[config.mk]
export PLATFORM = sky130hd
export DESIGN_NAME = seg_mapper
export DESIGN_NICKNAME = d
export VERILOG_FILES = /design/src/rtl/mapper_pkg.sv /design/src/rtl/map_seq.sv /design/src/rtl/seg_mapper.sv
export SDC_FILE = /design/constraint.sdc
export NUM_CORES = 1
export LEC_CHECK = 0
export CAP_MARGIN = 15
export CORE_MARGIN = 3
export CORE_UTILIZATION = 54
export DETAILED_ROUTE_END_ITERATION = 7
export GPL_TIMING_DRIVEN = 1
export PLACE_DENSITY = 0.86
export SETUP_SLACK_MARGIN = 0.02
export SLEW_MARGIN = 5
export SYNTH_ARGS = -nofsm -noshare
export SYNTH_HDL_FRONTEND = slang
export SYNTH_SLANG_ARGS = --single-unit
[constraint.sdc]
create_clock -name clk -period 9.7 [get_ports clk]
set_input_delay 2.91 -clock clk [delete_from_list [all_inputs] [get_ports clk]]
set_output_delay 2.91 -clock clk [all_outputs]
set_load 0.01 [all_outputs]
[src/rtl/mapper_pkg.sv]
`default_nettype none
// ============================================================================
// Module      : mapper_pkg
// Description : Shared constants for the segment mapper: MAP / EOM opcodes,
//               megabyte-select key, sequencer state encoding and readback
//               selector codes.
// Revision    : 1.0 - initial release
// ============================================================================
package mapper_pkg;

    // Opcodes observed on the CPU read bus during opcode fetch
    localparam logic [7:0] c_op_map = 8'h5C;
    localparam logic [7:0] c_op_eom = 8'hEA;

    // An X (or Z) operand equal to this value redirects A (or Y) into the
    // megabyte-select register instead of the offset/enable registers
    localparam logic [7:0] c_mb_key = 8'h0F;

    // MAP sequencer state encoding
    localparam int         c_state_w   = 3;
    localparam logic [2:0] c_st_idle   = 3'd0;
    localparam logic [2:0] c_st_cap_a  = 3'd1;
    localparam logic [2:0] c_st_cap_x  = 3'd2;
    localparam logic [2:0] c_st_cap_y  = 3'd3;
    localparam logic [2:0] c_st_cap_z  = 3'd4;

    // map_reg_sel readback codes
    localparam logic [2:0] c_sel_off_lo = 3'd0;
    localparam logic [2:0] c_sel_ctl_lo = 3'd1;
    localparam logic [2:0] c_sel_off_hi = 3'd2;
    localparam logic [2:0] c_sel_ctl_hi = 3'd3;
    localparam logic [2:0] c_sel_mb_lo  = 3'd4;
    localparam logic [2:0] c_sel_mb_hi  = 3'd5;
    localparam logic [2:0] c_sel_status = 3'd6;
    localparam logic [2:0] c_sel_zero   = 3'd7;

endpackage
`default_nettype wire

[src/rtl/map_seq.sv]
`default_nettype none
// ============================================================================
// Module      : map_seq
// Description : MAP instruction sequencer. Detects the MAP opcode, captures
//               the four register operands (A, X, Y, Z) into shadow registers
//               and raises a one-cycle commit strobe. Also owns the interrupt
//               enable that MAP clears and EOM restores.
// Revision    : 1.0 - initial release
// ============================================================================
module map_seq
    import mapper_pkg::*;
(
    input  logic       clk,
    input  logic       reset,
    input  logic       ready,
    input  logic       sync,
    input  logic [7:0] data_i,
    input  logic [7:0] data_o,
    output logic [2:0] state,
    output logic       busy,
    output logic       int_enable,
    output logic       commit,
    output logic [7:0] sh_a,
    output logic [7:0] sh_x,
    output logic [7:0] sh_y,
    output logic [7:0] commit_z
);

    logic [c_state_w-1:0] r_state;
    logic [c_state_w-1:0] w_state_next;
    logic                 w_start;
    logic                 w_eom;
    logic [7:0]           r_sh_a;
    logic [7:0]           r_sh_x;
    logic [7:0]           r_sh_y;
    logic                 r_int_enable;

    // Opcode decode is only meaningful on a completed fetch cycle in IDLE
    assign w_start = (r_state == c_st_idle) && ready && sync && (data_i == c_op_map);
    assign w_eom   = (r_state == c_st_idle) && ready && sync && (data_i == c_op_eom);

    // State register
    always_ff @(posedge clk) begin
        if (reset) r_state <= c_st_idle;
        else       r_state <= w_state_next;
    end

    // Next-state logic: operand states only advance on completed bus cycles
    always_comb begin
        w_state_next = r_state;
        case (r_state)
            c_st_idle:  if (w_start) w_state_next = c_st_cap_a;
            c_st_cap_a: if (ready)   w_state_next = c_st_cap_x;
            c_st_cap_x: if (ready)   w_state_next = c_st_cap_y;
            c_st_cap_y: if (ready)   w_state_next = c_st_cap_z;
            c_st_cap_z: if (ready)   w_state_next = c_st_idle;
            default:                 w_state_next = c_st_idle;
        endcase
    end

    // Output decode: busy outside IDLE, commit on the completed Z cycle
    always_comb begin
        busy   = (r_state != c_st_idle);
        commit = (r_state == c_st_cap_z) && ready;
    end

    // Shadow operand capture and interrupt enable tracking
    always_ff @(posedge clk) begin
        if (reset) begin
            r_sh_a       <= 8'h00;
            r_sh_x       <= 8'h00;
            r_sh_y       <= 8'h00;
            r_int_enable <= 1'b1;
        end else begin
            if (w_start)    r_int_enable <= 1'b0;
            else if (w_eom) r_int_enable <= 1'b1;
            if (ready) begin
                case (r_state)
                    c_st_cap_a: r_sh_a <= data_o;
                    c_st_cap_x: r_sh_x <= data_o;
                    c_st_cap_y: r_sh_y <= data_o;
                    default: ;
                endcase
            end
        end
    end

    // Z is consumed on the same edge it is presented, so it is forwarded
    // straight from the bus rather than from a shadow register
    assign commit_z   = data_o;
    assign state      = r_state;
    assign int_enable = r_int_enable;
    assign sh_a       = r_sh_a;
    assign sh_x       = r_sh_x;
    assign sh_y       = r_sh_y;

endmodule
`default_nettype wire

[src/rtl/seg_mapper.sv]
`default_nettype none
// ============================================================================
// Module      : seg_mapper
// Description : Segment address mapper. Eight 8 KiB logical segments are
//               relocated into a PADDR_W-bit physical space using two
//               offset/megabyte register sets (low and high 32 KiB halves)
//               loaded atomically by the MAP instruction.
// Revision    : 1.0 - initial release
// ============================================================================
module seg_mapper
    import mapper_pkg::*;
#(
    parameter int PADDR_W = 20,
    parameter int MB_EN   = 1
) (
    input  logic               clk,
    input  logic               reset,
    input  logic               ready,
    input  logic               sync,
    input  logic [7:0]         data_i,
    input  logic [7:0]         data_o,
    input  logic [15:0]        core_address_next,
    input  logic               map_enable_ext,
    input  logic               ext_irq,
    input  logic               ext_nmi,
    output logic               cpu_irq,
    output logic               cpu_nmi,
    input  logic [2:0]         map_reg_sel,
    output logic [7:0]         map_reg,
    output logic [PADDR_W-1:0] address_next,
    output logic [PADDR_W-1:0] address,
    output logic               map,
    output logic               map_busy
);

    localparam int c_page_w = PADDR_W - 8;

    logic [2:0]          w_state;
    logic                w_int_enable;
    logic                w_commit;
    logic [7:0]          w_sh_a;
    logic [7:0]          w_sh_x;
    logic [7:0]          w_sh_y;
    logic [7:0]          w_sh_z;
    logic                w_key_lo;
    logic                w_key_hi;

    // offset registers hold offset[19:8]; enable bit n gates segment n
    logic [11:0]         r_off_lo;
    logic [11:0]         r_off_hi;
    logic [7:0]          r_enable;
    logic [7:0]          w_mb_lo8;
    logic [7:0]          w_mb_hi8;
    logic [c_page_w-1:0] w_base_lo;
    logic [c_page_w-1:0] w_base_hi;
    logic [c_page_w-1:0] w_base;
    logic [c_page_w-1:0] w_page;
    logic [2:0]          w_seg;
    logic                w_translate;
    logic [PADDR_W-1:0]  r_address;
    logic                r_map;

    map_seq u_map_seq (
        .clk        (clk),
        .reset      (reset),
        .ready      (ready),
        .sync       (sync),
        .data_i     (data_i),
        .data_o     (data_o),
        .state      (w_state),
        .busy       (map_busy),
        .int_enable (w_int_enable),
        .commit     (w_commit),
        .sh_a       (w_sh_a),
        .sh_x       (w_sh_x),
        .sh_y       (w_sh_y),
        .commit_z   (w_sh_z)
    );

    assign w_key_lo = (MB_EN != 0) && (w_sh_x == c_mb_key);
    assign w_key_hi = (MB_EN != 0) && (w_sh_z == c_mb_key);

    // Offset/enable commit; both halves update on the same edge
    always_ff @(posedge clk) begin
        if (reset) begin
            r_off_lo <= 12'h000;
            r_off_hi <= 12'h000;
            r_enable <= 8'h00;
        end else if (w_commit) begin
            if (!w_key_lo) begin
                r_off_lo      <= {w_sh_x[3:0], w_sh_a};
                r_enable[3:0] <= w_sh_x[7:4];
            end
            if (!w_key_hi) begin
                r_off_hi      <= {w_sh_z[3:0], w_sh_y};
                r_enable[7:4] <= w_sh_z[7:4];
            end
        end
    end

    // Megabyte-select registers exist only when enabled and the physical
    // space is wider than 1 MiB; otherwise the page base is the offset alone
    generate
        if ((MB_EN != 0) && (PADDR_W > 20)) begin : g_mb_on
            localparam int c_mb_w = PADDR_W - 20;
            logic [c_mb_w-1:0] r_mb_lo;
            logic [c_mb_w-1:0] r_mb_hi;

            // MB commit shares the MAP commit edge with the offset registers
            always_ff @(posedge clk) begin
                if (reset) begin
                    r_mb_lo <= '0;
                    r_mb_hi <= '0;
                end else if (w_commit) begin
                    if (w_key_lo) r_mb_lo <= w_sh_a[c_mb_w-1:0];
                    if (w_key_hi) r_mb_hi <= w_sh_y[c_mb_w-1:0];
                end
            end

            assign w_mb_lo8  = 8'(r_mb_lo);
            assign w_mb_hi8  = 8'(r_mb_hi);
            assign w_base_lo = {r_mb_lo, r_off_lo};
            assign w_base_hi = {r_mb_hi, r_off_hi};
        end else begin : g_mb_off
            assign w_mb_lo8  = 8'h00;
            assign w_mb_hi8  = 8'h00;
            assign w_base_lo = c_page_w'(r_off_lo);
            assign w_base_hi = c_page_w'(r_off_hi);
        end
    endgenerate

    // Translation: untranslated accesses add a zero base (pass-through)
    assign w_seg       = core_address_next[15:13];
    assign w_translate = r_enable[w_seg] & map_enable_ext;
    assign w_base      = !w_translate        ? '0
                       : core_address_next[15] ? w_base_hi : w_base_lo;
    assign w_page      = w_base + c_page_w'(core_address_next[15:8]);

    assign address_next = ready ? {w_page, core_address_next[7:0]} : r_address;

    // Physical address register advances with the CPU bus cycle
    always_ff @(posedge clk) begin
        if (reset) begin
            r_address <= '0;
            r_map     <= 1'b0;
        end else if (ready) begin
            r_address <= address_next;
            r_map     <= w_translate;
        end
    end

    assign address = r_address;
    assign map     = r_map;
    assign cpu_irq = ext_irq & w_int_enable;
    assign cpu_nmi = ext_nmi & w_int_enable;

    // Register readback mux
    always_comb begin
        map_reg = 8'h00;
        case (map_reg_sel)
            c_sel_off_lo: map_reg = r_off_lo[7:0];
            c_sel_ctl_lo: map_reg = {r_enable[3:0], r_off_lo[11:8]};
            c_sel_off_hi: map_reg = r_off_hi[7:0];
            c_sel_ctl_hi: map_reg = {r_enable[7:4], r_off_hi[11:8]};
            c_sel_mb_lo:  map_reg = w_mb_lo8;
            c_sel_mb_hi:  map_reg = w_mb_hi8;
            c_sel_status: map_reg = {w_int_enable, 4'b0000, w_state};
            c_sel_zero:   map_reg = 8'h00;
            default:      map_reg = 8'h00;
        endcase
    end

endmodule
`default_nettype wire

==> reports/metrics.csv <==
stage;metric;value;unit
yosys;synthFlopType;dfxtp_1;
global_routing;grt-ovfl-total;0;
routing;drt_iter0_markers;268;
placed_design;gp_congestion;0.9314;
sta;relSlewSlack;43.77;%
cts;cts.clk_slew.worst_paths;0.09;ns
yosys;synth_top_area_cell;dfxtp_1;
cts;cts_made_buffers;9;
critical_path;critPathMaxFanout;7;
floorplan;die_area;8687;um^2
yosys;synth_nets;512;
sta;rsz0062_at_grt;false;
final_layout;final_cell_mix;clkdlybuf4s50_1 (91), dfxtp_1 (81), nor2_1 (66);
critical_path;crit_path_end_kind;primary output;
final_layout;drive_gt1_share;8.925;%
cts;cts_tree;built;
final_layout;nets;595;
job;maxCapViolations;0;
hold_path;min_path_type;register to register;
routing;ant_nets;0;
power;peakVddDrop;0.1079;mV
yosys;synthTopCellsByArea;dfxtp_1 (39%), mux2i_1 (13%), nor2_1 (6.0%);
yosys;syn_inst;461;
critical_path;required;6.79;ns
global_routing;grt_start_max_net_pins;83;
power;p_int;485.4;uW
yosys;async_flop_share;0;%
power;swShare;27.31;%
final_layout;n_antenna_cell;0;
global_routing;antenna_found_initial;0;
cts;clkSinkCount;81;
floorplan;die_h;93.21;um
cts;insertion_delay;0.35;ns
power;pwr-share-comb;13.8;%
critical_path;critical_path_arrival;6.44;ns
cts;clock-root-buffer;clkbuf_8;
sta;fin_worst_skew;0.008590;ns
sta;hold_viol;0;
critical_path;critPathKind;primary input to primary output;
power;power.density;126.6;nW/um^2
routing;drt-vias-per-instance;5.761;
sta;drv_slew;0;
final_layout;largest_reg_flops;20;
cts;cts_max_path_buffers;2;
floorplan;top_level_ports;94;
power;seqPwrFrac;51.3;%
routing;vias;3733;
yosys;synth_top_area_share;39.49;%
yosys;syn-cell-area;4106;um^2
yosys;synthDistinctLibCells;56;
power;fin_total_pwr;667.8;uW
critical_path;cp-start-kind;primary input;
power;switchingPower;182.4;uW
floorplan;die_w;93.21;um
yosys;synth_edf_count;0;
sta;fmax;107.0;MHz
cts;ctsHoldBuffers;0;
sta;timing.final.crit_period;9.347;ns
routing;wl_per_cell;18.01;um
global_routing;grt_pass1_vias;3614;
floorplan;start_util;56.02;%
sta;fin_hold_ws;0.4630;ns
run_status;status;completed;
placed_design;placement.io_buffers;93;
yosys;yosys_register_bits;81;
yosys;yosys_warnings;0;
floorplan;core;7331;um^2
sta;finalSetupViolCount;0;
routing;drcViolationCount;0;
final_layout;final_common_cell;clkdlybuf4s50_1;
global_routing;grt_pass1_wl;18620;um
global_routing;grt_use_total;27.26;%
cts;htreeDepth;3;
floorplan;row_count;31;
yosys;synth_area_per_cell;8.908;um^2
placed_design;post-dp-hpwl;8663;um
sta;finalCritPeriodShare;96.36;%
power;clockPowerShare;34.9;%
yosys;ys_seq_area_share;39.49;%
routing;first_pass_iters;4;
power;power_leakage;1.932;nW
routing;totalWireLength;11670;um
final_layout;syn_to_final_growth;28.49;%
sta;worst_pin_slew;0.8435;ns
sta;fin_setup_tns;0;ns
cts;post_cts_buffers;0;
-- cell families (layout without fill, tap and decap cells) --
| family | Yosys count | count (layout) | share of synthesized area (%) |
|---|---|---|---|
| AOI/OAI and AO/OA | 72 | 72 | 11.09 |
| xor gates and xnor gates | 5 | 5 | 1.067 |
| adders and majority gates | 9 | 9 | 2.925 |
| buffers and inverters | 33 | 121 | 3.382 |
| DFF | 81 | 81 | 39.49 |
| muxes | 75 | 75 | 20.75 |
| and+or+nand+nor | 186 | 186 | 21.30 |
-- per-stage QoR --
stage | utilization, % | setup slack [ns] | cell area [um^2] | instances
after detailed placement | 69.36 | 0.007537 | 5085 | 632
after global placement | 69.36 | 0.1937 | 5085 | 632
after global routing | 71.97 | 0.2122 | 5276 | 648
after floorplan | - | 1.150 | 4106 | 461
final | 71.97 | 0.3530 | 5276 | 648
after CTS | 71.86 | 0.09060 | 5268 | 648
-- area by class of cell --
type                       instances  area (um^2)
clock buffer                       9        123.9
clock inverter                     7        58.81
fill                             543         2054
inverter                           6        22.52
multi-input combinational        347         2352
sequential                        81         1622
tap                               99        123.9
timing repair buffer              99        973.4
-- timing repair --
action / 4_1_cts / 5_1_grt
endpoints found under the setup margin: 1 / 6
cloned: 0 / 0
resized for setup: 1 / 3
hold endpoints to repair: 0 / 0
-- critical path, stage by stage --
cell             delay, ns
clkdlybuf4s50_1       0.55
mux4_1                0.30
mux2_2                0.29
nand2_1               0.24
nor2_1                0.09
ha_1                  0.22
inv_1                 0.07
fa_1                  0.20
nor2b_1               0.07
o31a_1                0.30
o21a_1                0.20
or3_1                 0.36
nand3_1               0.09
clkdlybuf4s50_1       0.53
-- synthesized netlist by cell type, drive strengths merged, types with 5 or more instances --
library cell and number:
mux2 15, dfxtp 81, mux4 6, clkbuf 20, nor2b 20, nand2b 6
o21ai 12, mux2i 54, and3 5, nand2 50, ha 8, inv 5
buf 7, nand3 8, a21oi 31, and2 8, nor3 8, nor2 66
-- final timing paths --
kind	start	end	slack [ns]	cells after the start
hold / removal	u_map_seq.sh_a[7]$_SDFFE_PP0P_	u_map_seq.sh_a[7]$_SDFFE_PP0P_	0.46	2
hold reg to reg	u_map_seq.sh_a[7]$_SDFFE_PP0P_	u_map_seq.sh_a[7]$_SDFFE_PP0P_	0.46	2
setup / recovery	core_address_next[14]	address_next[14]	0.35	14
setup reg to reg	r_enable[4]$_SDFFE_PP0P_	address[14]$_SDFFE_PP0P_	6.57	12
-- power groups by stage --
| stage | Combinational, mW | Clock (mW) | Sequential, mW |
|---|---|---|---|
| 6_report | 0.0920 | 0.233 | 0.342 |
| 2_1_floorplan | 0.0406 | 0 | 0.351 |
| 4_1_cts | 0.0920 | 0.236 | 0.342 |
| 3_3_place_gp | 0.0894 | 0 | 0.350 |
| 5_1_grt | 0.0982 | 0.247 | 0.343 |
| 3_5_place_dp | 0.0914 | 0 | 0.350 |
-- metal layers --
metal  wire length (um)  GRT usage (%)  up-vias
met2               6050          49.07      129
li1                   -              -     1784
met1               4768          32.93     1799
met3                613          5.390       21
met4                236          7.570        0
met5                  0              0        -
Power figures use the tool's default switching activity.
